### src/rtl/operand_fetch_ctrl_if.sv
// Operand-fetch bus: issue request, register-file read port, writeback
// forwarding port and the operand handshake toward the ALU.
interface operand_fetch_ctrl_if #(
   parameter int CNT_W = 8
);
   logic             start;
   logic [2:0]       src_a;
   logic [2:0]       src_b;
   logic             two_op;
   logic [2:0]       rf_addr;
   logic [15:0]      rf_data;
   logic             wb_en;
   logic [2:0]       wb_addr;
   logic [15:0]      wb_data;
   logic             op_ready;
   logic             busy;
   logic             op_valid;
   logic [15:0]      opa;
   logic [15:0]      opb;
   logic [CNT_W-1:0] op_cnt;

   modport master (
      output start, src_a, src_b, two_op, rf_data, wb_en, wb_addr, wb_data, op_ready,
      input  rf_addr, busy, op_valid, opa, opb, op_cnt
   );

   modport slave (
      input  start, src_a, src_b, two_op, rf_data, wb_en, wb_addr, wb_data, op_ready,
      output rf_addr, busy, op_valid, opa, opb, op_cnt
   );
endinterface

### src/rtl/operand_fetch_ctrl.sv
// Sequences one or two register-file reads per request over a shared read
// port, with r0 hardwiring and writeback forwarding, then holds the operands.
module operand_fetch_ctrl #(
   parameter int CNT_W = 8
) (
   input logic                 clk,
   input logic                 rst,
   operand_fetch_ctrl_if.slave bus
);
   localparam int DATA_W = 16;

   localparam logic [1:0] IDLE = 2'd0;
   localparam logic [1:0] RD_A = 2'd1;
   localparam logic [1:0] RD_B = 2'd2;
   localparam logic [1:0] DONE = 2'd3;

   logic [1:0]        state;
   logic [2:0]        src_a_q;
   logic [2:0]        src_b_q;
   logic              two_op_q;
   logic [DATA_W-1:0] opa_q;
   logic [DATA_W-1:0] opb_q;
   logic [CNT_W-1:0]  cnt_q;
   logic [2:0]        rd_addr;
   logic [DATA_W-1:0] rd_val;
   logic              accept;
   logic              handshake;

   // r0 reads as zero; otherwise a same-cycle writeback to the index wins.
   function automatic logic [DATA_W-1:0] fetch_value(
      input logic [2:0]        idx,
      input logic [DATA_W-1:0] rf,
      input logic              wen,
      input logic [2:0]        waddr,
      input logic [DATA_W-1:0] wdata
   );
      logic [DATA_W-1:0] v;
      if (idx == 3'd0)
         v = '0;
      else if (wen && (waddr == idx))
         v = wdata;
      else
         v = rf;
      return v;
   endfunction

   always_comb begin
      rd_addr = 3'd0;
      case (state)
         RD_A:    rd_addr = src_a_q;
         RD_B:    rd_addr = src_b_q;
         default: rd_addr = 3'd0;
      endcase
   end

   assign rd_val    = fetch_value(rd_addr, bus.rf_data, bus.wb_en, bus.wb_addr, bus.wb_data);
   assign handshake = (state == DONE) && bus.op_ready;
   assign accept    = bus.start && ((state == IDLE) || handshake);

   always_ff @(posedge clk or posedge rst) begin
      if (rst) begin
         state    <= IDLE;
         src_a_q  <= '0;
         src_b_q  <= '0;
         two_op_q <= 1'b0;
         opa_q    <= '0;
         opb_q    <= '0;
         cnt_q    <= '0;
      end else begin
         if (accept) begin
            src_a_q  <= bus.src_a;
            src_b_q  <= bus.src_b;
            two_op_q <= bus.two_op;
         end
         if (handshake)
            cnt_q <= cnt_q + {{(CNT_W-1){1'b0}}, 1'b1};
         case (state)
            IDLE: if (accept) state <= RD_A;
            RD_A: begin
               opa_q <= rd_val;
               if (two_op_q) begin
                  state <= RD_B;
               end else begin
                  opb_q <= '0;
                  state <= DONE;
               end
            end
            RD_B: begin
               opb_q <= rd_val;
               state <= DONE;
            end
            DONE: begin
               if (handshake)
                  state <= accept ? RD_A : IDLE;
            end
            default: state <= IDLE;
         endcase
      end
   end

   assign bus.rf_addr  = rd_addr;
   assign bus.busy     = (state != IDLE);
   assign bus.op_valid = (state == DONE);
   assign bus.opa      = opa_q;
   assign bus.opb      = opb_q;
   assign bus.op_cnt   = cnt_q;
endmodule

### src/flat_wrapper.sv
// flat-port wrapper written by rule: the top's interface ports become plain ports
module operand_fetch_ctrl_flat 
#(
   parameter int CNT_W = 8
)
  (clk, rst, bus_start, bus_src_a, bus_src_b, bus_two_op, bus_rf_data, bus_wb_en, bus_wb_addr, bus_wb_data, bus_op_ready, bus_rf_addr, bus_busy, bus_op_valid, bus_opa, bus_opb, bus_op_cnt);
  operand_fetch_ctrl_if #(.CNT_W(CNT_W)) bus_i ();
  input logic clk;
  input logic rst;
  input wire logic [$bits(bus_i.start)-1:0] bus_start;
  input wire logic [$bits(bus_i.src_a)-1:0] bus_src_a;
  input wire logic [$bits(bus_i.src_b)-1:0] bus_src_b;
  input wire logic [$bits(bus_i.two_op)-1:0] bus_two_op;
  input wire logic [$bits(bus_i.rf_data)-1:0] bus_rf_data;
  input wire logic [$bits(bus_i.wb_en)-1:0] bus_wb_en;
  input wire logic [$bits(bus_i.wb_addr)-1:0] bus_wb_addr;
  input wire logic [$bits(bus_i.wb_data)-1:0] bus_wb_data;
  input wire logic [$bits(bus_i.op_ready)-1:0] bus_op_ready;
  output wire logic [$bits(bus_i.rf_addr)-1:0] bus_rf_addr;
  output wire logic [$bits(bus_i.busy)-1:0] bus_busy;
  output wire logic [$bits(bus_i.op_valid)-1:0] bus_op_valid;
  output wire logic [$bits(bus_i.opa)-1:0] bus_opa;
  output wire logic [$bits(bus_i.opb)-1:0] bus_opb;
  output wire logic [$bits(bus_i.op_cnt)-1:0] bus_op_cnt;
  assign bus_i.start = bus_start;
  assign bus_i.src_a = bus_src_a;
  assign bus_i.src_b = bus_src_b;
  assign bus_i.two_op = bus_two_op;
  assign bus_i.rf_data = bus_rf_data;
  assign bus_i.wb_en = bus_wb_en;
  assign bus_i.wb_addr = bus_wb_addr;
  assign bus_i.wb_data = bus_wb_data;
  assign bus_i.op_ready = bus_op_ready;
  assign bus_rf_addr = bus_i.rf_addr;
  assign bus_busy = bus_i.busy;
  assign bus_op_valid = bus_i.op_valid;
  assign bus_opa = bus_i.opa;
  assign bus_opb = bus_i.opb;
  assign bus_op_cnt = bus_i.op_cnt;
  operand_fetch_ctrl #(.CNT_W(CNT_W)) u_core (.clk(clk), .rst(rst), .bus(bus_i));
endmodule
### config.mk
export PLATFORM = sky130hd
export DESIGN_NAME = operand_fetch_ctrl_flat
export DESIGN_NICKNAME = d
export VERILOG_FILES = /design/src/rtl/operand_fetch_ctrl_if.sv /design/src/rtl/operand_fetch_ctrl.sv /design/src/flat_wrapper.sv
export SDC_FILE = /design/constraint.sdc
export NUM_CORES = 1
export LEC_CHECK = 0
export ABC_AREA = 1
export BUFFER_PORTS_ARGS = -buffer_cell sky130_fd_sc_hd__buf_2
export CAP_MARGIN = 20
export CORE_ASPECT_RATIO = 1.1
export CORE_MARGIN = 1
export CORE_UTILIZATION = 53
export DETAILED_ROUTE_END_ITERATION = 16
export GPL_ROUTABILITY_DRIVEN = 1
export GPL_TIMING_DRIVEN = 0
export PLACE_DENSITY = 0.85
export SETUP_SLACK_MARGIN = 0.4
export SKIP_LAST_GASP = 1
export SLEW_MARGIN = 20
export SYNTH_ARGS = -nofsm -noshare
export SYNTH_HDL_FRONTEND = slang
export SYNTH_SLANG_ARGS = --single-unit
### constraint.sdc
create_clock -name clk -period 2.8 [get_ports clk]
set_input_delay 0 -clock clk [delete_from_list [all_inputs] [get_ports clk]]
set_output_delay 0 -clock clk [all_outputs]
set_load 0.01 [all_outputs]
## Yosys cells after proc, flatten, opt, wreduce, memory -nomap -nowiden

Index checks and enable logic that the tools add are counted.

- Register bits: 49
- Bits in latches: 0
- RAM bits: 0
- Bits in read-only memories: 0
- Output and inout bits: 45
- Word-level logic and storage cells: 35
- Memories kept: 0

- Add/subtract/negate cells: 1
- $mul: 0
- Div/mod/pow operators: 0
- Order comparisons: 0
- Equal/unequal tests: 7
- Shift-type cells: 0
- Muxes and demuxes: 10
- Bitwise logic cells: 0
- Reductions and logical operators: 10

Operators by type and width:

| operator | count |
|---|---|
| 2-to-1 mux 16 bit | 3 |
| one-hot mux 16 bit (2 select lines) | 1 |
| adder 8 x 1 -> 8 bit (second input constant) | 1 |
| one-hot mux 2 bit (4 select lines) | 1 |
| one-hot mux 3 bit (2 select lines) | 1 |
| equality test 2 bit (second input constant) | 2 |
| 2-to-1 mux 2 bit | 2 |
| != test 2 x 1 -> 1 bit (second input constant) | 2 |
| AND reduction 2 bit | 2 |
| nonzero test 2 bit | 2 |
| equality test 3 bit | 1 |
| logical AND 1 bit | 3 |
| zero test 3 bit | 1 |
| equality test 2 x 1 -> 1 bit (second input constant) | 1 |
| zero test 2 bit | 1 |
| 2-to-1 mux 1 bit | 2 |
| != test 2 bit (second input constant) | 1 |
| logical OR 1 bit | 1 |

## Depth between registers and ports, before layout

- Depth in word-level cells: 7
- Gate-level depth with buffers: 15
- Depth with buffers taken out: 13

## Worst setup path after synthesis

Ideal clock, no wire load.

- Path kind: reg-to-reg
- Start: reg u_core.state[1]
- End: reg u_core.opa_q[0], in the netlist u_core.bus.opa[0]
- Setup time: 118 ps
- Data arrival time: 1711 ps
- Data required time: 2682 ps
- Path slack: 971 ps
- Cell stages (with the launch flop): 16
- Buffers on the path: 2
- Period minus slack after synthesis: 1829 ps
- Path through: dfrtp_1 > inv_1 > ha_1 > buf_6 > nand2_1 > nand2_1 > nand2_2 > nand2_1 > nand2_1 > nor2_4 > nand2_4 > buf_6 > nand2_1 > nand2_1 > nand3_1 > nand2_1

- Longest elaborated chain between the ends: 6
- Elaborated cells on any way between the ends: 8
- Those cells by class: 3 x eq/ne; 3 x mux; 2 x reduce/logical

RTL lines:

| what | RTL line | text |
|---|---|---|
| start: declaration | operand_fetch_ctrl.sv:17 | `logic [1:0] state;` |
| start signal: assignment | operand_fetch_ctrl.sv:94 | `state <= accept ? RD_A : IDLE;` |
| equality test 2 bit / equality test 2 x 1 -> 1 bit (equally long branches) | operand_fetch_ctrl.sv:49, operand_fetch_ctrl.sv:77 |  |
| one-hot mux 3 bit (2 select lines) | operand_fetch_ctrl.sv:49 | `case (state)` |
| equality test 3 bit | operand_fetch_ctrl.sv:40 | `else if (wen && (waddr == idx))` |
| logical AND 1 bit | operand_fetch_ctrl.sv:40 |  |
| 2-to-1 mux 16 bit | operand_fetch_ctrl.sv:40 |  |
| 2-to-1 mux 16 bit | operand_fetch_ctrl.sv:38 | `if (idx == 3'd0)` |
| end signal: assignment | operand_fetch_ctrl.sv:80 | `opa_q <= rd_val;` |
| end: declaration | operand_fetch_ctrl.sv:21 | `logic [DATA_W-1:0] opa_q;` |

Several ways; a longest one is shown, not always the timed one.
A chain may end at the register's enable or synchronous reset.

## Worst setup path in the final report

- Start: reg u_core.state[1]
- End: reg u_core.opa_q[15], in the netlist u_core.bus.opa[15]

Same word-level chain as after synthesis.

==> insert_results.sql <==
INSERT INTO impl_metrics (metric_group, metric, value, unit) VALUES
('status', 'outcome', 'completed', ''),
('placed_design', 'dp_cells', '455', ''),
('synthesis', 'yosysTopAreaCell', 'sky130_fd_sc_hd__dfrtp_1', ''),
('synthesis', 'yosysSeqAreaShare', '50.49', '%'),
('power_and_ir_drop', 'sequentialPowerShare', '35.3', '%'),
('synthesis', 'postSynthRegisterBits', '49', ''),
('synthesis', 'synth_area', '2429', 'sq um'),
('synthesis', 'synth_mux_area_share', '0', '%'),
('final_layout', 'num_antenna_cells', '0', ''),
('global_route', 'grt_max_degree', '27', ''),
('placed_design', 'port_buffers', '91', ''),
('worst_setup_path', 'crit_chain', 'inv_1 > ha_1 > buf_6 > nand2_1 > nand2_1 > nand2_1 > nand2_1 > nand2_1 > nor2_4 > nand2_4 > buf_6 > nand2_1 > nand2_1 > nand3_1 > nand2_1', ''),
('synthesis', 'synth_area_per_cell', '7.859', 'sq um'),
('detailed_routing', 'drt_iter0_markers', '166', ''),
('final_layout', 'syn_to_final_growth', '30.45', '%'),
('power_and_ir_drop', 'pwr-share-clk', '16.3', '%'),
('clock_tree', 'tritoncts.num_buffers', '5', ''),
('synthesis', 'combinational_family_with_the_most_area_after_synthesis', 'simple AND/OR/NAND/NOR gates', ''),
('floorplan', 'fp.dieH', '73.00', 'um'),
('clock_tree', 'worst_skew_pair.late_latency', '0.30', 'ns'),
('timing', 'final-max-slew-violation-count', '0', ''),
('floorplan', 'floorplan.initialDensity', '55.86', '%'),
('hold_path', 'worst_hold_path_type', 'input port to flip-flop', ''),
('global_route', 'vias_in_the_first_global_route', '2245', ''),
('synthesis', 'synth_simple_gate_area_share', '36.73', '%'),
('timing', 'final-setup-viol-count', '0', ''),
('final_layout', 'post_route_cells_drive_above_1_share', '27.58', '%'),
('worst_setup_path', 'critPathMaxFanout', '10', ''),
('power_and_ir_drop', 'irDropWorstVdd', '699.2', 'uV'),
('power_and_ir_drop', 'power.static_leakage', '1.981', 'nW'),
('worst_setup_path', 'worst_path_largest_cell_delay', '0.42', 'ns'),
('clock_tree', 'cts_sinks', '49', ''),
('job', 'max-cap-violations', '0', ''),
('power_and_ir_drop', 'p_sw', '0.001398', 'W'),
('worst_setup_path', 'crit_required', '3.00', 'ns'),
('synthesis', 'synth_most_common_cell', 'sky130_fd_sc_hd__nand2_1', ''),
('global_route', 'grt_antenna_before_repair', '0', ''),
('timing', 'max-slew-margin-rel', '64.14', '%'),
('synthesis', 'post_synthesis_compound_gate_area_fraction', '1.185', '%'),
('synthesis', 'synth_top_area_share', '50.49', '%'),
('final_layout', 'final_layout_fill_cell_count', '352', ''),
('worst_setup_path', 'critical-path-slowest-cell', 'sky130_fd_sc_hd__dfrtp_1', ''),
('timing', 'clock.fmax', '0.4565', 'GHz'),
('clock_tree', 'cts-htree-levels', '2', ''),
('synthesis', 'synth-edff-count', '0', ''),
('synthesis', 'yosys.cell_types.count', '24', ''),
('placed_design', 'place_congestion', '0.8302', ''),
('floorplan', 'dieArea', '4857', 'sq um'),
('worst_setup_path', 'critical_path_class', 'flip-flop to flip-flop', ''),
('synthesis', 'synthArstFlopShare', '100.0', '%'),
('detailed_routing', 'drt_pre_antenna_iters', '4', ''),
('timing', 'finalClockSkew', '0.004247', 'ns'),
('detailed_routing', 'post_dr_wirelength_cell', '12.98', 'um'),
('power_and_ir_drop', 'switching_share', '43.94', '%'),
('power_and_ir_drop', 'p_total', '0.003182', 'W'),
('worst_setup_path', 'crit_end_category', 'flip-flop', ''),
('worst_setup_path', 'cp_arrival', '2.39', 'ns'),
('clock_tree', 'cts_resized', '0', ''),
('synthesis', 'syn-instance-count', '309', ''),
('clock_tree', 'post-cts-setup-buffers', '0', ''),
('timing', 'fin_crit_sh', '78.23', '%'),
('timing', 'rsz0062_at_grt', 'false', ''),
('global_route', 'grt_overflow', '0', ''),
('synthesis', 'ys_dominant_reg_cell', 'sky130_fd_sc_hd__dfrtp_1', ''),
('clock_tree', 'cts_tree', 'done', ''),
('synthesis', 'synth_nets', '363', ''),
('global_route', 'grt_first_pass_wirelength', '9784', 'um'),
('clock_tree', 'clk_root_buffer_cell', 'sky130_fd_sc_hd__clkbuf_8', ''),
('detailed_routing', 'totalWireLength', '6113', 'um'),
('timing', 'post-route-min-period', '2.191', 'ns'),
('timing', 'final_report_hold_violation_count', '0', '');
sequential cells by signal, indices dropped and copies added (netlist names):
name	cells
u_core.bus.opa	16
u_core.bus.opb	16
u_core.bus.op_cnt	8
u_core.src_a_q	3
u_core.src_b_q	3
u_core.state	2
u_core.two_op_q	1
repair_timing:
item | in CTS | in global routing
endpoints found under the setup margin | 0 | 0
hold buffers | 8 | 0
hold endpoints to repair | 30 | 0
power groups by stage:
stage	logic, W	clock network [W]	registers [W]
floorplan	0.000912	0	0.00121
global placement	0.00146	0	0.00113
detailed placement	0.00152	0	0.00113
CTS	0.00154	0.000524	0.00112
global route	0.00172	0.000555	0.00115
finish	0.00154	0.000519	0.00112
worst paths after layout:
| kind | end | cells after the start | slack [ns] | start |
|---|---|---|---|---|
| worst max-delay path | u_core.bus.opa[15] | 15 | 0.61 | u_core.state[1] |
| worst min-delay path | u_core.bus.opa[14] | 5 | 0.04 | bus_rf_data[14] |
| worst max register to register | u_core.bus.opa[15] | 15 | 0.61 | u_core.state[1] |
| worst min register to register | u_core.bus.opa[12] | 2 | 0.48 | u_core.bus.opa[12] |
| max in group asynchronous | u_core.bus.opa[5] | 4 | 1.97 | rst |
| min in group asynchronous | u_core.bus.op_cnt[2] | 3 | 0.31 | rst |
critical path, delay by kind of cell (launching register included):
kind	cells	cell delay [ns]
adders and majority gates	1	0.20
buffers and inverters	3	0.44
DFF	1	0.42
and+or+nand+nor	11	1.02
metal layers:
layer / vias up / part of all wire (%) / GRT usage, %
li1: 1183 / - / -
met1: 1133 / 42 / 32.82
met2: 82 / 51 / 47.70
met3: 7 / 5.4 / 5.469
met4: 0 / 1.3 / 8.511
met5: - / 0 / 0
placed cells by master (no fill, tap or decap), types with 4 or more instances in the layout:
cell	instances
sky130_fd_sc_hd__nor2_1	5
sky130_fd_sc_hd__buf_2	96
sky130_fd_sc_hd__ha_1	7
sky130_fd_sc_hd__clkbuf_8	6
sky130_fd_sc_hd__clkbuf_1	4
sky130_fd_sc_hd__dfrtp_1	49
sky130_fd_sc_hd__xor2_1	4
sky130_fd_sc_hd__dlygate4sd3_1	8
sky130_fd_sc_hd__nand3_1	52
sky130_fd_sc_hd__nand2_1	145
sky130_fd_sc_hd__inv_1	17
logic make-up after synthesis:
kind of cell | count (synthesis)
AND/OR/NAND/NOR | 211
flip-flops | 49
buffers and inverters | 31
adder cells (fa/ha/maj) | 7
XOR/XNOR | 6
AO/OA/AOI/OAI | 5
layout make-up:
class / instances / share of cell area (%)
clock buffer: 7 / 2.725
sequential: 49 / 38.70
timing repair buffer: 100 / 17.54
inverter: 20 / 2.370
tap: 54 / 2.133
multi-input combinational: 229 / 33.49
clock inverter: 1 / 0.9479
buffer: 11 / 2.093
metrics by stage:
step | util, % | worst slack (ns) | area, sq um | hold WS (ns)
floorplan | - | 0.9707 | 2429 | 0.1096
global placement | 67.88 | 0.7086 | 2952 | 0.1931
detailed placement | 68.35 | 0.6229 | 2972 | 0.08089
CTS | 72.86 | 0.5996 | 3168 | 0.03928
global route | 72.86 | 0.4179 | 3168 | 0.03860
finish | 72.86 | 0.6094 | 3168 | 0.04166
(Power assumes the default switching activity.)
